**config.mk**
```make
export PLATFORM = sky130hd
export DESIGN_NAME = reorder_buffer
export DESIGN_NICKNAME = d
export VERILOG_FILES = /design/src/rtl/reorder_buffer.sv
export SDC_FILE = /design/constraint.sdc
export NUM_CORES = 1
export LEC_CHECK = 0
export CORE_MARGIN = 1.5
export CORE_UTILIZATION = 61
export DETAILED_ROUTE_END_ITERATION = 12
export PLACE_DENSITY = 0.8
export SYNTH_ARGS = -nofsm -noshare
export SYNTH_HDL_FRONTEND = slang
export SYNTH_SLANG_ARGS = --single-unit
```
**constraint.sdc**
```tcl
create_clock -name clk_in -period 7 [get_ports clk_in]
set_input_delay 1.4 -clock clk_in [delete_from_list [all_inputs] [get_ports clk_in]]
set_output_delay 1.4 -clock clk_in [all_outputs]
set_load 0.05 [all_outputs]
```
**src/rtl/reorder_buffer.sv**
```systemverilog
// rtl/reorder_buffer.sv - circular in-order retirement buffer with CDB writeback,
// operand query bypass and mispredict flush/redirect
module reorder_buffer #(
    parameter int ROB_ADDR_W = 4,
    parameter int DATA_W     = 32,
    parameter int REG_W      = 5
) (
    input  logic                  clk_in,
    input  logic                  rst_in,
    input  logic                  rdy_in,
    input  logic                  alloc_valid_in,
    input  logic [REG_W-1:0]      alloc_rd_in,
    input  logic                  alloc_is_branch_in,
    input  logic                  alloc_pred_taken_in,
    input  logic [DATA_W-1:0]     alloc_alt_pc_in,
    output logic [ROB_ADDR_W-1:0] alloc_tag_out,
    output logic                  full_out,
    input  logic                  wb_valid_in,
    input  logic [ROB_ADDR_W-1:0] wb_tag_in,
    input  logic [DATA_W-1:0]     wb_data_in,
    input  logic                  wb_taken_in,
    input  logic [ROB_ADDR_W-1:0] qry_tag_in,
    output logic                  qry_ready_out,
    output logic [DATA_W-1:0]     qry_data_out,
    output logic                  commit_enable_out,
    output logic [REG_W-1:0]      commit_addr_out,
    output logic [DATA_W-1:0]     commit_data_out,
    output logic [ROB_ADDR_W-1:0] commit_tag_out,
    output logic                  flush_out,
    output logic [DATA_W-1:0]     redirect_pc_out
);
    localparam int DEPTH = 1 << ROB_ADDR_W;
    localparam logic [ROB_ADDR_W:0] DEPTH_CNT = (ROB_ADDR_W+1)'(DEPTH);

    logic [ROB_ADDR_W-1:0] head, tail;
    logic [ROB_ADDR_W:0]   count;

    logic [DEPTH-1:0]  ent_valid, ent_ready, ent_branch, ent_pred, ent_taken;
    logic [REG_W-1:0]  ent_rd     [DEPTH];
    logic [DATA_W-1:0] ent_alt_pc [DEPTH];
    logic [DATA_W-1:0] ent_data   [DEPTH];

    logic alloc_ok, wb_hit, commit_do, mispredict;

    assign full_out      = (count == DEPTH_CNT);
    assign alloc_tag_out = tail;

    // full_out comes from the registered count, so a same-edge commit never frees a slot early
    assign alloc_ok   = alloc_valid_in & ~full_out & ~flush_out;
    assign wb_hit     = wb_valid_in & ent_valid[wb_tag_in];
    assign commit_do  = ent_valid[head] & ent_ready[head];
    assign mispredict = commit_do & ent_branch[head] & (ent_taken[head] != ent_pred[head]);

    always_ff @(posedge clk_in) begin
        if (rst_in) begin
            head              <= '0;
            tail              <= '0;
            count             <= '0;
            ent_valid         <= '0;
            ent_ready         <= '0;
            commit_enable_out <= 1'b0;
            commit_addr_out   <= '0;
            commit_data_out   <= '0;
            commit_tag_out    <= '0;
            flush_out         <= 1'b0;
            redirect_pc_out   <= '0;
        end else if (!rdy_in) begin
            commit_enable_out <= 1'b0;
            flush_out         <= 1'b0;
        end else begin
            commit_enable_out <= commit_do && (ent_rd[head] != '0);
            if (commit_do) begin
                commit_addr_out <= ent_rd[head];
                commit_data_out <= ent_data[head];
                commit_tag_out  <= head;
            end
            flush_out <= mispredict;
            if (mispredict) begin
                redirect_pc_out <= ent_alt_pc[head];
                ent_valid       <= '0;
                head            <= '0;
                tail            <= '0;
                count           <= '0;
            end else begin
                if (wb_hit) begin
                    ent_ready[wb_tag_in] <= 1'b1;
                    ent_data[wb_tag_in]  <= wb_data_in;
                    ent_taken[wb_tag_in] <= wb_taken_in;
                end
                if (alloc_ok) begin
                    ent_valid[tail]  <= 1'b1;
                    ent_ready[tail]  <= 1'b0;
                    ent_rd[tail]     <= alloc_rd_in;
                    ent_branch[tail] <= alloc_is_branch_in;
                    ent_pred[tail]   <= alloc_pred_taken_in;
                    ent_alt_pc[tail] <= alloc_alt_pc_in;
                    tail             <= tail + ROB_ADDR_W'(1);
                end
                if (commit_do) begin
                    ent_valid[head] <= 1'b0;
                    head            <= head + ROB_ADDR_W'(1);
                end
                count <= count + (ROB_ADDR_W+1)'(alloc_ok) - (ROB_ADDR_W+1)'(commit_do);
            end
        end
    end

    // Operand lookup: a same-cycle CDB result for a live entry wins over the stored copy
    always_comb begin
        qry_ready_out = 1'b0;
        qry_data_out  = '0;
        if (ent_valid[qry_tag_in]) begin
            if (wb_valid_in && (wb_tag_in == qry_tag_in)) begin
                qry_ready_out = 1'b1;
                qry_data_out  = wb_data_in;
            end else if (ent_ready[qry_tag_in]) begin
                qry_ready_out = 1'b1;
                qry_data_out  = ent_data[qry_tag_in];
            end
        end
    end
endmodule

```
**Word level (Yosys, flattened, before mapping)**

Memory sizes are Yosys's and may differ from the RTL's. A register that Yosys moved wholly into a read port is not among the register bits.
Cells that the tools add are included.

- Logic and storage cells: 121
- Bits in writable memories: 1,104
- Memories: 3
- Flip-flop bits (word level): 104

- Reductions and logical operators: 16
- Equality and inequality tests: 3
- Multiplexer cells: 59
- $lt $le $gt $ge: 7
- Add/sub/neg operators: 4
- Bitwise gates (word level): 17

Memories:

| name | words | bits a word | rd ports | clocked after Yosys merged registers in | write ports | RTL line | source |
|---|---|---|---|---|---|---|---|
| ent_alt_pc | 16 | 32 | 1 | 1 | 1 | 40 | `logic [DATA_W-1:0] ent_alt_pc [DEPTH];` |
| ent_data | 16 | 32 | 2 | 1 | 1 | 41 | `logic [DATA_W-1:0] ent_data [DEPTH];` |
| ent_rd | 16 | 5 | 1 | 1 | 1 | 39 | `logic [REG_W-1:0] ent_rd [DEPTH];` |

Operators with widths:

| kind | number |
|---|---|
| $mux 16 | 11 |
| $mux 32 | 3 |
| $bwmux 16 | 3 |
| $and 16x16->16 | 2 |
| $bmux 1 s4 | 8 |
| $not 16->16 | 2 |
| $or 16x16->16 | 2 |
| $mux 1 | 24 |
| $mux 4 | 6 |
| $lt 4x5->1 const B | 4 |
| $demux 1 s4 | 3 |
| $ge 4x1->1 const B | 3 |
| $reduce_and 2->1 | 5 |
| $add 4x1->4 const B | 2 |
| $reduce_and 4->1 | 2 |
| $and 1x1->1 | 6 |
| $add 5x1->5 | 1 |
| $eq 5x5->1 const B | 1 |
| $logic_and 1x1->1 | 5 |
| $mux 5 | 1 |
| $not 1->1 | 5 |
| $reduce_bool 5->1 | 1 |
| $sub 5x1->5 | 1 |
| $eq 4x4->1 | 1 |
| other kinds (3) | 4 |

**Longest topological paths before layout**

Gate-level depths: netlist of the first run.

- Word-level depth: 12
- Depth in mapped cells: 18
- Gate-level depth less buffers: 18

**Worst setup path after synthesis of the first run**

Ideal clock, no wire load.

- Path type: input port to flip-flop
- Start point: in wb_tag_in[0]
- End point: mem ent_data[8][0] (enable)
- Cell stages on the path: 6
- Arrival time: 5.758 ns
- Data required time: 6.498 ns
- Setup slack: 0.741 ns
- Setup time: 0.502 ns
- Cell sequence: buf_1 > mux4_2 > mux4_2 > nand3_1 > buf_2 > nor4_1

- Word-level cells in the longest chain between the ends: 8

RTL lines:

| what | RTL line | source |
|---|---|---|
| from (decl) | 19 | `input logic [ROB_ADDR_W-1:0] wb_tag_in,` |
| $bmux 1 s4 | 50 | `assign wb_hit = wb_valid_in & ent_valid[wb_tag_in];` |
| $mux 1 (not written as such) | 50 |  |
| $and 1x1->1 | 50 |  |
| $mux 1 | 85 | `if (wb_hit) begin` |
| $mux 1 | 78 | `if (mispredict) begin` |
| $mux 1 | 67 | `end else if (!rdy_in) begin` |
| $mux 1 | 55 | `if (rst_in) begin` |
| $mux 1 (not written as such) | 87 | `ent_data[wb_tag_in] <= wb_data_in;` |
| to (decl) | 41 |  |

Parallel ways exist; a longest one is shown, timed or not. The select of a mux whose other input is x is not followed.

**Worst setup path in the final report of the first run**

- Start point: in wb_tag_in[2]
- End point: out qry_data_out[6]

- Word-level cells in the longest chain between the ends: 4

RTL lines:

| what | RTL line | source |
|---|---|---|
| $eq 4x4->1 | 113 | `if (wb_valid_in && (wb_tag_in == qry_tag_in)) begin` |
| $logic_and 1x1->1 | 113 |  |
| $mux 32 | 113 |  |
| $mux 32 | 112 | `if (ent_valid[qry_tag_in]) begin` |
| to (decl) | 24 | `output logic [DATA_W-1:0] qry_data_out,` |

Every way passes these cells.

==> results by group, run 1 <==
Outcome
  – Status: finished, final reports clean

Synth
  – Synth warn: 0
  – Mapped Cells: between 2000 and 3000
  – Post-synth EDFFs: between 1000 and 1500
  – Top FF cell, synth: edfxtp_1
  – Area leader, netlist: edfxtp_1
  – Post-Synthesis Cell Area: around 53000 um2
  – Yosys top cell area share: 0.6476
  – Syn Area/Cell: 20.17 um2
  – Sequential fraction of the synthesis area: 0.6940
  – Ys async rst share: 0
  – Yosys reg bits: roughly 1300
  – Top post-synthesis cells by area: edfxtp_1 65%, mux4_2 23%, dfxtp_1 4.6%
  – Synth cell types: 45
  – Mapped Nets: 2748

Worst setup path
  – Worst reg-to-reg path cell count: 9
  – Startpoint Class: input pin
  – Crit path required time: around 5.6 ns
  – Arr. time, crit path: between 4 and 5 ns
  – Crit Path Max Fanout: 30
  – CP endpoint kind: output port
  – Crit Path Category: in2out

Place
  – PortBufs: a little under 200
  – Gp weighted congestion: ~0.86
  – HPWL Detailed: 71780 um
  – Dpl cell area: roughly 57000 um2

Route
  – Vias: ~29000
  – Routed len/inst: 34.07 um
  – Detail Route Antenna Nets: 0
  – Via density: a little over 7
  – Initial drt markers: 3970
  – Routed WL: approximately 140000 um
  – DR DRC count: 0
  – DRT Pass-1 Iters: 6

Clocking
  – TritonCTS Buffers: between 100 and 150
  – Max clock buf depth: 3
  – Post-cts repair resize count: 0
  – TritonCTS clock tree: yes
  – H-tree Lvls: 3
  – Clock slew at reported path FFs: approximately 0.070 ns
  – Worst-Skew Late Latency: roughly 0.72 ns
  – Setup repair bufs after CTS: 0
  – Root buf cell: clkbuf_16
  – Num Clock Sinks: between 1000 and 1500
  – CTS Hold Bufs: 0

Finish
  – NumNets Final: 2935
  – Multi-input gate area: around 16000 um2
  – # fillers: roughly 5000
  – Fin area: about 61000 um2
  – Share of layout cells above drive strength 1: 0.2879
  – Area growth syn-to-layout: 14.21%
  – Fin util: 0.7033
  – Register area: between 30000 and 40000 um2

Min path
  – HP Class: reg2reg
  – Hold Path Stages: 2

STA
  – RSZ-0062 raised after global routing: false
  – Final setup vio count: 0
  – Max Slew Vio Count: 0
  – Fin crit share: 0.8841
  – Tmin final: just over 6 ns
  – Hold Vio Cnt, Final: 0
  – Worst Skew: ~0.024 ns
  – F_max: between 0.15 and 0.2 GHz
  – Tightest Pin Transition: approximately 1.2 ns
  – Slew headroom: 0.1788
  – Fin Hold WS: ~0.45 ns
  – Final setup TNS: 0 ns

Flow run
  – Max_cap viols: 0

GRT
  – GRT overflow: 0
  – Initial antenna violation count: 10
  – Largest net degree at the start of global routing: between 150 and 200
  – Number of global-route vias before repair: 30911
  – First-pass GRT wire length: 205100 um
  – Gr usage total: 0.3178

Power and ir drop
  – Static Leak: ~0.018 uW
  – Cell area power density: 255.6 nW/um2
  – Peak supply drop: between 0.2 and 0.3 mV

Floorplan
  – I/O pin cnt: approximately 200
  – Initial Util: 0.6158
  – Core area: roughly 87000 um2
  – DIE WIDTH: around 300 um
  – Die height: approximately 300 um
  – Die ar.: around 89000 um2
  – Placement Rows: between 100 and 150
## critical path, stage by stage
cell and delay [ns]:
clkdlybuf4s50_1 0.60, xor2_1 0.25, nor3_1 0.31, and3_2 0.36
buf_4 0.45, nand2_1 0.10, a21oi_1 0.39, clkdlybuf4s50_1 0.90
## cells in the mapped netlist, types with 14 or more instances
master,number
a21oi_1,117
a311oi_1,16
a41oi_1,16
and3_1,14
buf_1,49
buf_2,14
clkbuf_1,129
dfxtp_1,124
edfxtp_1,1152
ha_1,14
inv_1,29
mux4_2,540
nand2_1,166
nand3_1,86
nor2_1,51
nor3_1,30
o211ai_1,15
## placed cells by master, fill, tap and decap left out, types with 19 or more instances in the layout
cell / netlist / layout
edfxtp_1: 1152 / 1152
mux4_2: 540 / 540
clkdlybuf4s50_1: 0 / 192
nand2_1: 166 / 165
clkbuf_16: 0 / 125
dfxtp_1: 124 / 120
a21oi_1: 117 / 117
nand3_1: 86 / 85
buf_4: 2 / 59
nor2_1: 51 / 38
inv_1: 29 / 29
clkbuf_1: 129 / 23
clkinv_2: 0 / 19
clkbuf_8: 0 / 19
## per-layer routing
| layer | share of wire | routed length (um) | vias to the layer above | track usage |
|---|---|---|---|---|
| met2 | 0.51 | 70950 | 2154 | 0.5255 |
| met1 | 0.34 | 47500 | 15347 | 0.4209 |
| li1 | - | - | 11543 | - |
| met4 | 0.043 | 5995 | 4 | 0.1356 |
| met5 | 0.00022 | 31 | - | 0 |
| met3 | 0.11 | 15340 | 410 | 0.05918 |
## flip-flops by register name, indices dropped and copies added, names as in the netlist, named ones only
signal,count
flush_out,1
commit_data_out,32
redirect_pc_out,32
commit_enable_out,1
commit_addr_out,5
ent_rd,80
ent_valid,16
commit_tag_out,4
ent_taken,16
ent_alt_pc,512
alloc_tag_out,4
ent_branch,16
ent_pred,16
count,5
head,4
ent_ready,16
ent_data,512
## final cells by class
| cell class | instances | share of cell area |
|---|---|---|
| flip-flops and latches | 1276 | 0.6079 |
| multi-input cells | 1149 | 0.2575 |
| clock buffers | 166 | 0.05675 |
| repair buffers | 258 | 0.04071 |
| well taps | 1155 | 0.02369 |
| clock inverters | 64 | 0.01134 |
| inverters | 29 | 0.001784 |
| diodes | 7 | 0.0002871 |
## kinds of logic (layout without fill, tap and decap cells)
| group | count (synthesis) | in the layout | synth area share |
|---|---|---|---|
| compound gates | 195 | 195 | 0.02366 |
| xor+xnor | 12 | 12 | 0.002108 |
| fa+ha+maj | 15 | 15 | 0.003654 |
| buf+inv | 223 | 517 | 0.01614 |
| flops | 1276 | 1276 | 0.6940 |
| mux | 540 | 540 | 0.2277 |
| other cells | 0 | 7 | 0 |
| simple gates | 387 | 387 | 0.03277 |
## through the flow
step           setup WS, ns  power, uW  std cells
2_1_floorplan        0.7408       8737       2648
3_5_place_dp         0.8493       8959       3867
6_report             0.8110      15590       4104
3_3_place_gp         0.8367       8932       3867
4_1_cts              0.7986      15630       4097
5_1_grt              0.6818      15920       4102
## power breakdown
group          internal, uW  switching (uW)
Clock                  3910            2880
Sequential             8310            9.69
Combinational           187             298
Total                 12400            3180
## final timing paths
check,startpoint,to,slack (ns)
worst max-delay path,wb_tag_in[2],qry_data_out[6],0.81
worst min register to register,commit_data_out[23],commit_data_out[23],0.45
worst max register to register,head[1],ent_alt_pc[15][12],2.35
worst min-delay path,commit_data_out[23],commit_data_out[23],0.45
(Power assumes the default switching activity.)
==> run 2: changes to the inputs <==
--- a/config.mk
+++ b/config.mk
@@ -5,10 +5,10 @@
 export SDC_FILE = /design/constraint.sdc
 export NUM_CORES = 1
 export LEC_CHECK = 0
-export CORE_MARGIN = 1.5
-export CORE_UTILIZATION = 61
+export CORE_MARGIN = 2
+export CORE_UTILIZATION = 65
 export DETAILED_ROUTE_END_ITERATION = 12
-export PLACE_DENSITY = 0.8
+export PLACE_DENSITY = 0.84
 export SYNTH_ARGS = -nofsm -noshare
 export SYNTH_HDL_FRONTEND = slang
 export SYNTH_SLANG_ARGS = --single-unit
==> constraint.sdc (replaced) <==
create_clock -name clk_in -period 7.18 [get_ports clk_in]
set_input_delay 1.436 -clock clk_in [delete_from_list [all_inputs] [get_ports clk_in]]
set_output_delay 1.436 -clock clk_in [all_outputs]
set_load 0.05 [all_outputs]
==> results by group, run 2 (synthesized netlist as in run 1, its figures left out) <==
Clocking
  – Root buf cell: clkbuf_16
  – CTS Hold Bufs: 0 (unchanged)
  – H-tree Lvls: 3 (unchanged)
  – TritonCTS Buffers: 121 (unchanged)
  – Worst-Skew Late Latency: 0.73 ns (about the same)
  – Setup repair bufs after CTS: 0 (unchanged)
  – Post-cts repair resize count: 0 (unchanged)
  – Clock slew at reported path FFs: 0.06 ns (about the same)
  – TritonCTS clock tree: yes
  – Max clock buf depth: 3 (unchanged)
  – Num Clock Sinks: 1276 (unchanged)

Min path
  – Worst Hold End: commit_data_out[30]
  – HP Start: commit_data_out[30]
  – HP Class: reg2reg
  – Hold Path Stages: 2 (unchanged)

STA
  – Final setup TNS: 0 ns (unchanged)
  – F_max: 0.1498 GHz
  – RSZ-0062 raised after global routing: false
  – Max Slew Vio Count: 0 (unchanged)
  – Fin crit share: 0.9298
  – Hold Vio Cnt, Final: 0 (unchanged)
  – Tmin final: 6.676 ns
  – Worst Skew: 0.04455 ns (+0.02099 ns)
  – Final setup vio count: 0 (unchanged)
  – Fin Hold WS: 0.4560 ns (+0.002664 ns)
  – Tightest Pin Transition: 1.213 ns (-0.01891 ns)
  – Slew headroom: 0.1895 (+0.01069)

GRT
  – Number of global-route vias before repair: 31669 (+2.5%)
  – Initial antenna violation count: 9 (-1)
  – Largest net degree at the start of global routing: 129 (-26%)
  – GRT overflow: 0 (unchanged)
  – Gr usage total: 0.3526 (+0.03477)
  – First-pass GRT wire length: 214200 um (+4.4%)

Finish
  – Fin util: 0.7444 (+0.04113)
  – # fillers: 4196 (-16%)
  – Regs by FF count: ent_alt_pc: 512 flops, ent_data: 512 flops, ent_rd: 80 flops
  – Commonest non-fill, non-tap cell in the layout: edfxtp_1
  – Area growth syn-to-layout: 13.87%
  – Most frequent cells in the layout: 1152 x edfxtp_1, 540 x mux4_2, 192 x clkdlybuf4s50_1
  – Share of layout cells above drive strength 1: 0.2865 (-0.001411)
  – NumNets Final: 2944 (+0.31%)

Worst setup path
  – Slowest cell on crit path: nand3_2
  – Crit-path leading delay family: simple AND/OR/NAND/NOR gates
  – Crit path required time: 5.74 ns (+0.14 ns)
  – Buf+Inv Stages, Crit Path: 2 (-1)
  – Worst reg2reg endpoint: ent_data[8][0]
  – Startpoint Class: input pin
  – CP endpoint kind: output port
  – CP most frequent cell: clkdlybuf4s50_1
  – Worst reg-to-reg path cell count: 10 (+1)
  – Slowest stage delay, CP: 0.92 ns (+0.02 ns)
  – Reg2reg setup slack: 1.74 ns (-0.61 ns)
  – Arr. time, crit path: 5.24 ns (+0.45 ns)
  – Crit Path Max Fanout: 32 (+6.7%)
  – Crit Path Category: in2out
  – Crit path cell chain: clkdlybuf4s50_1 -> xor2_1 -> nor3_1 -> nand3_2 -> nand3_1 -> a21oi_1 -> clkdlybuf4s50_1
  – R2r startpoint: head[0]

Floorplan
  – Placement Rows: 105 (-2.8%)
  – Core area: 81720 um2 (-5.8%)
  – Initial Util: 0.6537 (+0.03796)
  – I/O pin cnt: 198 (unchanged)
  – Die height: 290.7 um (-2.8%)
  – DIE WIDTH: 290.7 um (-2.8%)
  – Die ar.: 84490 um2 (-5.4%)

Route
  – Via density: 7.392 (+3.0%)
  – Detail Route Antenna Nets: 0 (unchanged)
  – DR DRC count: 0 (unchanged)
  – Routed len/inst: 36.09 um (+5.9%)
  – Initial drt markers: 4214 (+6.1%)
  – DRT Pass-1 Iters: 6 (unchanged)
  – Routed WL: 145400 um (+4.0%)
  – Vias: 29789 (+1.1%)

Place
  – PortBufs: 197 (unchanged)
  – Gp weighted congestion: 0.8632 (+0.29%)
  – HPWL Detailed: 75300 um (+4.9%)

Power and ir drop
  – Static Leak: 0.01823 uW (-0.17%)
  – Cell area power density: 247.9 nW/um2 (-3.0%)
  – Peak supply drop: 0.3008 mV (+9.7%)

Flow run
  – Max_cap viols: 0 (unchanged)

Outcome
  – Status: finished, final reports clean
run 2: power by group:
part	switching [uW]	internal [uW]	leakage (uW)	total [uW]
Clock	2860	3620	0.00194	6480
Combinational	302	183	0.00494	485
Sequential	10.3	8110	0.0114	8120
run 2: worst reg2reg max path: cells and delay by family, from the launching register on:
| kind | cells | cell delay (ns) |
|---|---|---|
| compound gates | 1 | 0.20 |
| buf+inv | 3 | 1.95 |
| flops | 1 | 0.65 |
| mux | 1 | 0.64 |
| simple gates | 5 | 1.58 |
run 2: how the worst max path moves through the flow:
stage | from | end | slack [ns] | depth (start not counted)
3_3_place_gp | wb_tag_in[2] | qry_data_out[8] | 0.85 | 7
3_5_place_dp | wb_tag_in[2] | qry_data_out[10] | 0.72 | 7
6_report | wb_tag_in[2] | qry_data_out[8] | 0.50 | 7
5_1_grt | wb_tag_in[2] | qry_data_out[8] | 0.50 | 7
4_1_cts | wb_tag_in[2] | qry_data_out[8] | 0.65 | 7
2_1_floorplan | wb_tag_in[0] | ent_data[8][0] | 0.88 | 6
run 2: cell type report:
| class | count | area, um2 | share of cell area |
|---|---|---|---|
| Sequential cell | 1276 | 37090 | 0.6098 |
| Clock buffer | 164 | 3309 | 0.05441 |
| Timing Repair Buffer | 267 | 2527 | 0.04155 |
| Antenna cell | 7 | 17.52 | 0.0002880 |
| Multi-Input combinational cell | 1149 | 15710 | 0.2582 |
| Tap cell | 1070 | 1339 | 0.02201 |
| Inverter | 29 | 108.9 | 0.001790 |
| Clock inverter | 68 | 729.5 | 0.01199 |
run 2: routing by layer:
| layer | share of wire | track usage |
|---|---|---|
| met2 | 0.52 | 0.5948 |
| met1 | 0.32 | 0.4419 |
| met5 | 0.00032 | 0.0005672 |
| met4 | 0.053 | 0.1824 |
| met3 | 0.11 | 0.06745 |
run 2: per-stage QoR:
step	power [uW]	area (um2)	setup WS (ns)	cells
2_1_floorplan	8518	53420	0.8848	2648
5_1_grt	15370	60820	0.4964	4027
3_3_place_gp	8718	56770	0.8467	3791
6_report	15080	60830	0.5042	4030
4_1_cts	15090	60810	0.6532	4023
3_5_place_dp	8744	56770	0.7217	3791
